**src/rtl/matrix_mem_sequencer.sv**
```systemverilog
`default_nettype none
// ============================================================================
// Module   : matrix_mem_sequencer
// Purpose  : Moves two DIM x DIM signed matrices from a shared single-port
//            memory into the ALU, waits for the ALU to finish and writes the
//            result matrix back to memory. Start/busy/done handshake toward
//            the control logic, pipelined reads with MEM_LAT cycles latency.
// Ports    : clk, reset             clock, synchronous active-high reset
//            start, op_code         request pulse (IDLE only), operation code
//            busy, done             activity flag, one-cycle completion pulse
//            error, overflow        sticky ALU timeout flag, latched overflow
//            mem_addr/we/wdata      memory request side
//            mem_rdata              read data, MEM_LAT cycles after address
//            alu_op/a/b/start       operands and one-cycle kick to the ALU
//            alu_done/overflow/result  ALU completion, flag and result
// Options  : `define MATSEQ_TIMEOUT_EN enables the ALU wait timeout (TIMEOUT
//            cycles); without it ALU_WAIT waits forever and error stays 0.
// Revision : 1.0 - initial release
// ============================================================================
module matrix_mem_sequencer #(
  parameter int DATA_W   = 8,
  parameter int DIM      = 5,
  parameter int ADDR_W   = 7,
  parameter int MEM_LAT  = 1,
  parameter int SRC_BASE = 0,
  parameter int DST_BASE = 25,
  parameter int TIMEOUT  = 255
) (
  input  logic                       clk,
  input  logic                       reset,
  input  logic                       start,
  input  logic [2:0]                 op_code,
  output logic                       busy,
  output logic                       done,
  output logic                       error,
  output logic                       overflow,
  output logic [ADDR_W-1:0]          mem_addr,
  output logic                       mem_we,
  output logic [2*DATA_W-1:0]        mem_wdata,
  input  logic [2*DATA_W-1:0]        mem_rdata,
  output logic [2:0]                 alu_op,
  output logic [DIM*DIM*DATA_W-1:0]  alu_a,
  output logic [DIM*DIM*DATA_W-1:0]  alu_b,
  output logic                       alu_start,
  input  logic                       alu_done,
  input  logic                       alu_overflow,
  input  logic [DIM*DIM*DATA_W-1:0]  alu_result
);

  localparam int                 c_N      = DIM * DIM;
  localparam int                 c_CNT_W  = $clog2(c_N + 1);
  localparam int                 c_TO_W   = $clog2(TIMEOUT + 1);
  localparam logic [c_CNT_W-1:0] c_LAST   = c_CNT_W'(c_N - 1);
  localparam logic [c_CNT_W-1:0] c_N_CNT  = c_CNT_W'(c_N);
  localparam logic [ADDR_W-1:0]  c_SRC    = ADDR_W'(SRC_BASE);
  localparam logic [ADDR_W-1:0]  c_DST    = ADDR_W'(DST_BASE);
  localparam logic [c_TO_W-1:0]  c_TO_LAST = c_TO_W'(TIMEOUT - 1);

`ifdef MATSEQ_TIMEOUT_EN
  localparam logic c_TIMEOUT_EN = 1'b1;
`else
  // Timeout compare is constant-false, so r_wait/r_error fold to constants
  // and error reads as 0.
  localparam logic c_TIMEOUT_EN = 1'b0;
`endif

  typedef enum logic [2:0] {
    S_IDLE      = 3'd0,
    S_READ      = 3'd1,
    S_ALU_START = 3'd2,
    S_ALU_WAIT  = 3'd3,
    S_WRITE     = 3'd4,
    S_DONE      = 3'd5
  } state_t;

  state_t                 r_state;
  state_t                 w_next;

  logic [c_CNT_W-1:0]     r_issue_cnt;   // reads issued (k)
  logic [c_CNT_W-1:0]     r_cap_cnt;     // read data captured (j)
  logic [c_CNT_W-1:0]     r_wr_cnt;      // result elements written (i)
  logic [MEM_LAT-1:0]     r_vld;         // in-flight read tracker
  logic [c_TO_W-1:0]      r_wait;
  logic [c_N*DATA_W-1:0]  r_a;
  logic [c_N*DATA_W-1:0]  r_b;
  logic [c_N*DATA_W-1:0]  r_result;
  logic [2:0]             r_op;
  logic                   r_error;
  logic                   r_overflow;

  logic                   w_issue;
  logic                   w_capture;
  logic                   w_timeout;

  assign w_issue   = (r_state == S_READ) && (r_issue_cnt < c_N_CNT);
  // The oldest stage of the tracker marks the cycle its read data arrives.
  assign w_capture = (r_state == S_READ) && r_vld[MEM_LAT-1];
  assign w_timeout = c_TIMEOUT_EN && (r_state == S_ALU_WAIT) && !alu_done &&
                     (r_wait == c_TO_LAST);

  assign alu_op   = r_op;
  assign alu_a    = r_a;
  assign alu_b    = r_b;
  assign error    = r_error;
  assign overflow = r_overflow;

  // --------------------------------------------------------------------------
  // Read-valid shift register, one stage per cycle of memory latency
  // --------------------------------------------------------------------------
  generate
    if (MEM_LAT == 1) begin : g_vld_single
      always_ff @(posedge clk) begin
        if (reset) r_vld <= '0;
        else       r_vld <= w_issue;
      end
    end else begin : g_vld_chain
      always_ff @(posedge clk) begin
        if (reset) r_vld <= '0;
        else       r_vld <= {r_vld[MEM_LAT-2:0], w_issue};
      end
    end
  endgenerate

  // --------------------------------------------------------------------------
  // State register
  // --------------------------------------------------------------------------
  always_ff @(posedge clk) begin
    if (reset) r_state <= S_IDLE;
    else       r_state <= w_next;
  end

  // --------------------------------------------------------------------------
  // Next state and Moore-style outputs
  // --------------------------------------------------------------------------
  always_comb begin
    w_next    = r_state;
    busy      = 1'b1;
    done      = 1'b0;
    mem_we    = 1'b0;
    mem_addr  = '0;
    mem_wdata = '0;
    alu_start = 1'b0;
    case (r_state)
      S_IDLE: begin
        busy = 1'b0;
        if (start) w_next = S_READ;
      end
      S_READ: begin
        if (w_issue) mem_addr = c_SRC + ADDR_W'(r_issue_cnt);
        // Last capture happens in the final READ cycle (N + MEM_LAT total).
        if (w_capture && (r_cap_cnt == c_LAST)) w_next = S_ALU_START;
      end
      S_ALU_START: begin
        alu_start = 1'b1;
        w_next    = S_ALU_WAIT;
      end
      S_ALU_WAIT: begin
        if (alu_done)       w_next = S_WRITE;
        else if (w_timeout) w_next = S_DONE;
      end
      S_WRITE: begin
        mem_we    = 1'b1;
        mem_addr  = c_DST + ADDR_W'(r_wr_cnt);
        mem_wdata = {{DATA_W{1'b0}}, r_result[r_wr_cnt*DATA_W +: DATA_W]};
        if (r_wr_cnt == c_LAST) w_next = S_DONE;
      end
      S_DONE: begin
        done   = 1'b1;
        w_next = S_IDLE;
      end
      default: begin
        busy   = 1'b0;
        w_next = S_IDLE;
      end
    endcase
  end

  // --------------------------------------------------------------------------
  // Datapath: counters, operand matrices, result buffer, status flags
  // --------------------------------------------------------------------------
  always_ff @(posedge clk) begin
    if (reset) begin
      r_issue_cnt <= '0;
      r_cap_cnt   <= '0;
      r_wr_cnt    <= '0;
      r_wait      <= '0;
      r_a         <= '0;
      r_b         <= '0;
      r_result    <= '0;
      r_op        <= '0;
      r_error     <= 1'b0;
      r_overflow  <= 1'b0;
    end else begin
      case (r_state)
        S_IDLE: begin
          if (start) begin
            r_op        <= op_code;
            r_error     <= 1'b0;
            r_overflow  <= 1'b0;
            r_issue_cnt <= '0;
            r_cap_cnt   <= '0;
            r_wr_cnt    <= '0;
            r_wait      <= '0;
          end
        end
        S_READ: begin
          if (w_issue) r_issue_cnt <= r_issue_cnt + 1'b1;
          if (w_capture) begin
            r_a[r_cap_cnt*DATA_W +: DATA_W] <= mem_rdata[DATA_W-1:0];
            r_b[r_cap_cnt*DATA_W +: DATA_W] <= mem_rdata[2*DATA_W-1:DATA_W];
            r_cap_cnt <= r_cap_cnt + 1'b1;
          end
        end
        S_ALU_WAIT: begin
          if (alu_done) begin
            r_result   <= alu_result;
            r_overflow <= alu_overflow;
          end else if (w_timeout) begin
            r_error <= 1'b1;
          end else begin
            r_wait <= r_wait + 1'b1;
          end
        end
        S_WRITE: begin
          r_wr_cnt <= r_wr_cnt + 1'b1;
        end
        default: begin
        end
      endcase
    end
  end

endmodule
`default_nettype wire

```
**config.mk**
```make
export PLATFORM = sky130hd
export DESIGN_NAME = matrix_mem_sequencer
export DESIGN_NICKNAME = d
export VERILOG_FILES = /design/src/rtl/matrix_mem_sequencer.sv
export SDC_FILE = /design/constraint.sdc
export NUM_CORES = 1
export LEC_CHECK = 0
export BUFFER_PORTS_ARGS = -buffer_cell sky130_fd_sc_hd__buf_2
export CORE_AREA = 2 2 280 226
export CTS_CLUSTER_SIZE = 14
export DETAILED_ROUTE_END_ITERATION = 10
export DIE_AREA = 0 0 282 228
export HOLD_SLACK_MARGIN = 0.1
export PLACE_DENSITY = 0.72
export SYNTH_ARGS = -nofsm -noshare
export SYNTH_HDL_FRONTEND = slang
export SYNTH_SLANG_ARGS = --single-unit
```
**constraint.sdc**
```tcl
create_clock -name clk -period 4.65 [get_ports clk]
set_clock_uncertainty 0.1 [all_clocks]
set_input_delay 0.6975 -clock clk [delete_from_list [all_inputs] [get_ports clk]]
set_output_delay 0.6975 -clock clk [all_outputs]
set_load 0.02 [all_outputs]
```
==> results of run 1 <==
-- registers in the layout, indices dropped and copies added (netlist names) --
signal / cells
r_cap_cnt: 5
r_state: 3
r_issue_cnt: 5
r_result: 200
r_wr_cnt: 5
alu_a: 200
alu_b: 200
overflow: 1
alu_op: 3
r_vld: 1
-- how the worst max path moves through the flow --
| stage | end | depth (start not counted) | from |
|---|---|---|---|
| floorplan | alu_a[47]$_SDFFE_PP0P_ | 16 | r_cap_cnt[0]$_SDFFE_PP0P_ |
| global placement | alu_a[47]$_SDFFE_PP0P_ | 10 | r_cap_cnt[0]$_SDFFE_PP0P_ |
| detailed placement | alu_b[44]$_SDFFE_PP0P_ | 10 | r_cap_cnt[0]$_SDFFE_PP0P_ |
| CTS | alu_b[44]$_SDFFE_PP0P_ | 10 | r_cap_cnt[0]$_SDFFE_PP0P_ |
| global route | alu_b[44]$_SDFFE_PP0P_ | 10 | r_cap_cnt[0]$_SDFFE_PP0P_ |
| finish | alu_b[44]$_SDFFE_PP0P_ | 10 | r_cap_cnt[0]$_SDFFE_PP0P_ |
-- worst register-to-register path, cell delays in order, from the launching register on --
cell and delay (ns):
dfxtp_1 0.62, inv_1 0.09, ha_1 0.40, nand2b_1 0.25, nor2_1 0.06, ha_1 0.48
inv_1 0.17, or4_1 0.79, or3_1 0.89, nand3_1 0.27, o21ai_1 0.09
-- metal layers --
| layer | vias to the layer above | part of all wire (%) |
|---|---|---|
| li1 | 11160 | - |
| met1 | 11210 | 40 |
| met2 | 1089 | 46 |
| met3 | 205 | 9.6 |
| met4 | 2 | 4.2 |
| met5 | - | 0.014 |
-- layout by cell type (no fill, tap or decap), drive strengths merged, types with 30 or more instances in the layout --
cell type and n:
a21oi 345, mux4 32, nor3 30, o21ai 205, dfxtp 623, nor2 85
nand3 305, buf 701, mux2i 60, clkbuf 93, nand2 789
-- logic make-up (layout without fill, tap and decap cells) --
family / Yosys count / after routing / share of synthesized area [%]
AOI/OAI and AO/OA: 648 / 648 / 14.65
other: 1 / 14 / 0.01538
adders and majority gates: 6 / 6 / 0.3079
xor gates and xnor gates: 10 / 10 / 0.3592
buffers and inverters: 282 / 826 / 4.752
DFF: 623 / 623 / 51.15
muxes: 92 / 92 / 5.419
and+or+nand+nor: 1308 / 1308 / 23.35
-- power groups by stage --
stage	combinational (mW)	clock [mW]	sequential, mW
6_report	0.386	5.46	5.35
5_1_grt	0.404	5.75	5.35
4_1_cts	0.382	5.52	5.35
3_5_place_dp	0.381	0	5.47
3_3_place_gp	0.384	0	5.47
2_1_floorplan	0.161	0	5.47
-- area by class of cell --
cell class | instances | area [µm²]
sequential | 623 | 12480
tap | 840 | 1051
clock inverter | 21 | 374.1
clock buffer | 93 | 1843
multi-input combinational | 2074 | 10880
inverter | 11 | 48.80
fill | 6076 | 31490
antenna | 4 | 10.01
timing repair buffer | 701 | 3696
-- metrics by stage --
stage / power [mW] / cells
after floorplan: 5.632 / 2979
after global placement: 5.854 / 4249
after detailed placement: 5.850 / 4249
after CTS: 11.26 / 4363
after global routing: 11.50 / 4367
final: 11.20 / 4367
==> results.cfg, run 1 <==
[outcome]
outcome = finished, final reports clean

[routing]
drt_pass1_iterations = 5
wirelength_um = 91910
vias_per_cell = 5.419
dr.first_iter.drc_count = 2166
drc_errors = 0
postRouteAntennaNets = 0
vias = 23670
wl_per_cell_um = 21.05

[synthesis]
synth_largest_area_cell = dfxtp_1
yosysMostFrequentCell = nand2_1
yosysSeqAreaShare_pct = 51.15
synth_seq_cells = 623
synthCells = 2970
synth_top_cell_area_share_pct = 51.15
syn_area_mm2 = 0.02438
yosys-top-cells-count = 789 x nand2_1, 623 x dfxtp_1, 345 x a21oi_1
synth.distinct_cells = 70
synth_edf_count = 0
synth_flop_cell = dfxtp_1
synthArstFlopShare_pct = 0
avgSynthCellArea_um2 = 8.210
yosysWarnings = 0
synthTopCellsByArea = dfxtp_1 51%, nand2_1 12%, a21oi_1 7.1%

[floorplan]
die_w_um = 282
die_area_mm2 = 0.06430
io_pins = 656
dieHeight_um = 228
core-area_mm2 = 0.06187
start_util_pct = 39.41
rows = 82

[global_route]
track_usage_pct = 27.47
grt_pass1_vias = 21780
antenna_found_initial = 6
use_met3_pct = 6.770
grt_overflow_total = 0
grt_busiest_layer = met2
grt_start_max_net_pins = 124
met1_usage_pct = 35.02
grt_util_met2_pct = 44.15
grt_pass1_wl_um = 135000

[worst_setup_path]
path_buf_inv = 2
path_cells = inv_1, ha_1, nand2b_1, nor2_1, ha_1, inv_1, or4_1, or3_1, nand3_1, o21ai_1
slowest_delay_ns = 0.89
critPathLaunchType = flip-flop
cp_max_fo = 24
crit_path_end_kind = flip-flop
r2r-end = alu_b[44]$_SDFFE_PP0P_
r2r_start = r_cap_cnt[0]$_SDFFE_PP0P_
reg2reg_depth = 10
crit_arrival_ns = 4.73
cp_slowest_cell = or3_1
critical_path_class = reg2reg
cpLargestDelayFamily = simple AND/OR/NAND/NOR gates
worstPathRequired_ns = 4.99
r2r_slack_ns = 0.26

[timing]
hold_ws_ns = 0.2294
setup_slack_ns = 0.2615
hold_viol_final = 0
fin_tns_setup_ns = 0
rsz0062_at_grt = no
setup_viol = 0
fin_crit_ns = 4.389
fmax_mhz = 227.9
slew_violations = 0
slew_headroom_pct = 16.28
worst-slew-pin-transition_ns = 1.250
finalCritPeriodShare_pct = 94.38

[placed_design]
dpl_cell_area_mm2 = 0.02815
place_congestion = 0.8943
place_hpwl_um = 64770
port_buffers = 645
dp_slack_ns = 0.3781

[clock_network]
insertion_delay_ns = 0.61
clkTransAtPathRegs_ns = 0.06
cts_tree = built
hold_buffers = 0
postCtsSetupBuffers = 0
clock-sinks = 623
ctsResizeCount = 0
cts_root_buf = clkbuf_16
cts_max_path_buffers = 3
cts_buffers = 66
htreeDepth = 3

[power]
p_leak_nw = 12.22
power.density_mw_per_mm2 = 368.8
share_seq_of_total_power_pct = 47.8
combPwrFrac_pct = 3.4
switching_power_mw = 2.563
internal_power_mw = 8.638
ir_drop_v = 0.0002390
sw_frac_of_total_pct = 22.88
clkPwrFrac_pct = 48.8

[job]
drv_cap = 0

[cells_and_area]
syn_to_final_growth_pct = 24.57
drive_gt1_share_pct = 24.87
finish.utilization_pct = 49.10
final_area_mm2 = 0.03038
layout.nets = 3707

[worst_hold_path]
whs_endpoint = r_result[36]$_SDFFE_PP0P_
hold_start = alu_result[36]
min_path_type = in2reg
hold_depth = 3
(Power assumes the default switching activity.)
==> run 2, diff against run 1 <==
CORE_AREA = 2 2 252 254   (was 2 2 280 226)
DIE_AREA = 0 0 254 256   (was 0 0 282 228)
PLACE_DENSITY = 0.71   (was 0.72)
==> run 2 against run 1 <==
  * Total power increased by 0.72%
  * Sequential cell count stayed put
  * Clock power grew 2%
  * Wire length up 2.9%
  * First-iteration DRC count fell by 14%
  * Via count is essentially flat
  * Count of clock-buffer cells in the layout grew 7
  * Register-to-register slack gained 0.09 ns
  * Sequential share of layout area is 0.13 points lower
  * Highest routed layer unchanged
  * Cell count up 0.34%
  * Combinational power down 2%
==> results.cfg, run 2 (synthesis gave the netlist of run 1 again) <==
[outcome]
outcome = finished, final reports clean

[worst_setup_path]
critPathLaunchType = flip-flop
crit_arrival_ns = 4.65
r2r_slack_ns = 0.35
cp_max_fo = 24
critical_path_class = reg2reg
reg2reg_depth = 10
crit_path_end_kind = flip-flop
worstPathRequired_ns = 5.01
r2r_start = r_cap_cnt[0]$_SDFFE_PP0P_
r2r-end = alu_b[47]$_SDFFE_PP0P_

[clock_network]
cts_tree = built
clock-sinks = 623
htreeDepth = 3
cts_buffers = 68
clkTransAtPathRegs_ns = 0.06
insertion_delay_ns = 0.59
cts_root_buf = clkbuf_16
cts_max_path_buffers = 3
postCtsSetupBuffers = 0

[timing]
fmax_mhz = 232.7
fin_crit_ns = 4.297
hold_viol_final = 0
slew_headroom_pct = 26.48
setup_viol = 0
finalCritPeriodShare_pct = 92.40
worst-slew-pin-transition_ns = 1.094
slew_violations = 0
fin_tns_setup_ns = 0
hold_ws_ns = 0.2374
rsz0062_at_grt = no

[routing]
wirelength_um = 94530
drc_errors = 0
dr.first_iter.drc_count = 1858
postRouteAntennaNets = 0
wl_per_cell_um = 21.57
vias = 23650
vias_per_cell = 5.397
drt_pass1_iterations = 5

[floorplan]
die_w_um = 254
start_util_pct = 39.08
dieHeight_um = 256
die_area_mm2 = 0.06502
io_pins = 656
core-area_mm2 = 0.06239
rows = 92

[cells_and_area]
syn_to_final_growth_pct = 24.98
layout_common_cells = 789 x nand2_1, 644 x buf_2, 620 x dfxtp_1
n_fill_cell = 6209
layout.nets = 3709
final_common_cell = nand2_1
finish.utilization_pct = 48.85
drive_gt1_share_pct = 25.16

[global_route]
grt_pass1_vias = 21770
track_usage_pct = 28.00
antenna_found_initial = 6
grt_overflow_total = 0
grt_pass1_wl_um = 137800
grt_start_max_net_pins = 203

[job]
drv_cap = 0

[worst_hold_path]
hold_start = alu_result[67]
min_path_type = in2reg
whs_endpoint = r_result[67]$_SDFFE_PP0P_
hold_depth = 3

[power]
ir_drop_v = 0.0002557
p_leak_nw = 12.27
power.density_mw_per_mm2 = 370.2

[placed_design]
port_buffers = 645
place_congestion = 0.9013
place_hpwl_um = 67430
==> run 2: worst max path at each step <==
stage          depth (start not counted)  slack [ns]                      start                     end
3_5_place_dp                          10        0.29  r_cap_cnt[0]$_SDFFE_PP0P_  alu_a[47]$_SDFFE_PP0P_
4_1_cts                               10        0.26  r_cap_cnt[0]$_SDFFE_PP0P_  alu_a[47]$_SDFFE_PP0P_
2_1_floorplan                         16        1.04  r_cap_cnt[0]$_SDFFE_PP0P_  alu_a[47]$_SDFFE_PP0P_
5_1_grt                               10        0.12  r_cap_cnt[0]$_SDFFE_PP0P_  alu_b[41]$_SDFFE_PP0P_
6_report                              10        0.35  r_cap_cnt[0]$_SDFFE_PP0P_  alu_b[47]$_SDFFE_PP0P_
3_3_place_gp                          10        0.40  r_cap_cnt[0]$_SDFFE_PP0P_  alu_a[47]$_SDFFE_PP0P_
==> run 2: per-stage QoR <==
step,power (mW),area [µm²],setup slack [ns],std cells
CTS,11.37,30460,0.2564,4376
global route,11.61,30460,0.1239,4376
detailed placement,5.843,28170,0.2884,4255
floorplan,5.632,24420,1.038,2979
finish,11.28,30480,0.3535,4382
global placement,5.844,28170,0.4001,4255
==> run 2: timing repair <==
item | CTS | global route
gates resized for setup | 0 | 1
endpoints found under the setup margin | 0 | 7
hold buffers | 0 | 0
==> run 2: power breakdown <==
part	leakage, nW	internal, mW	total [mW]	switching, mW
Sequential	5.02	5.34	5.35	0.00839
Combinational	6.13	0.101	0.379	0.278
Clock	1.12	3.29	5.55	2.26
Total	12.3	8.74	11.3	2.55
==> run 2: worst max-delay path, cell delays in order (launching register included) <==
cell	delay [ns]
dfxtp_1	0.61
inv_1	0.09
ha_1	0.40
nand2b_1	0.24
nor2_1	0.06
ha_1	0.46
inv_1	0.19
or4_1	0.85
or3_2	0.85
nand3_1	0.20
o21ai_1	0.08
==> run 2: final cells by class <==
cell class | instances | area [µm²] | share of cell area (%)
repair buffers | 701 | 3709 | 12.17
clock buffers | 100 | 2013 | 6.606
inverters | 11 | 48.80 | 0.1601
flip-flops and latches | 623 | 12480 | 40.94
multi-input cells | 2074 | 10880 | 35.71
clock inverters | 21 | 272.8 | 0.8950
diodes | 6 | 15.01 | 0.04927
well taps | 846 | 1059 | 3.473
==> run 2: per-layer routing <==
metal | routed length, µm | track usage (%) | part of all wire (%)
met1 | 36450 | 33.74 | 39
met2 | 44610 | 45.95 | 47
met3 | 9056 | 7.414 | 9.6
met4 | 4382 | 13.91 | 4.6
met5 | 30 | 0 | 0.032
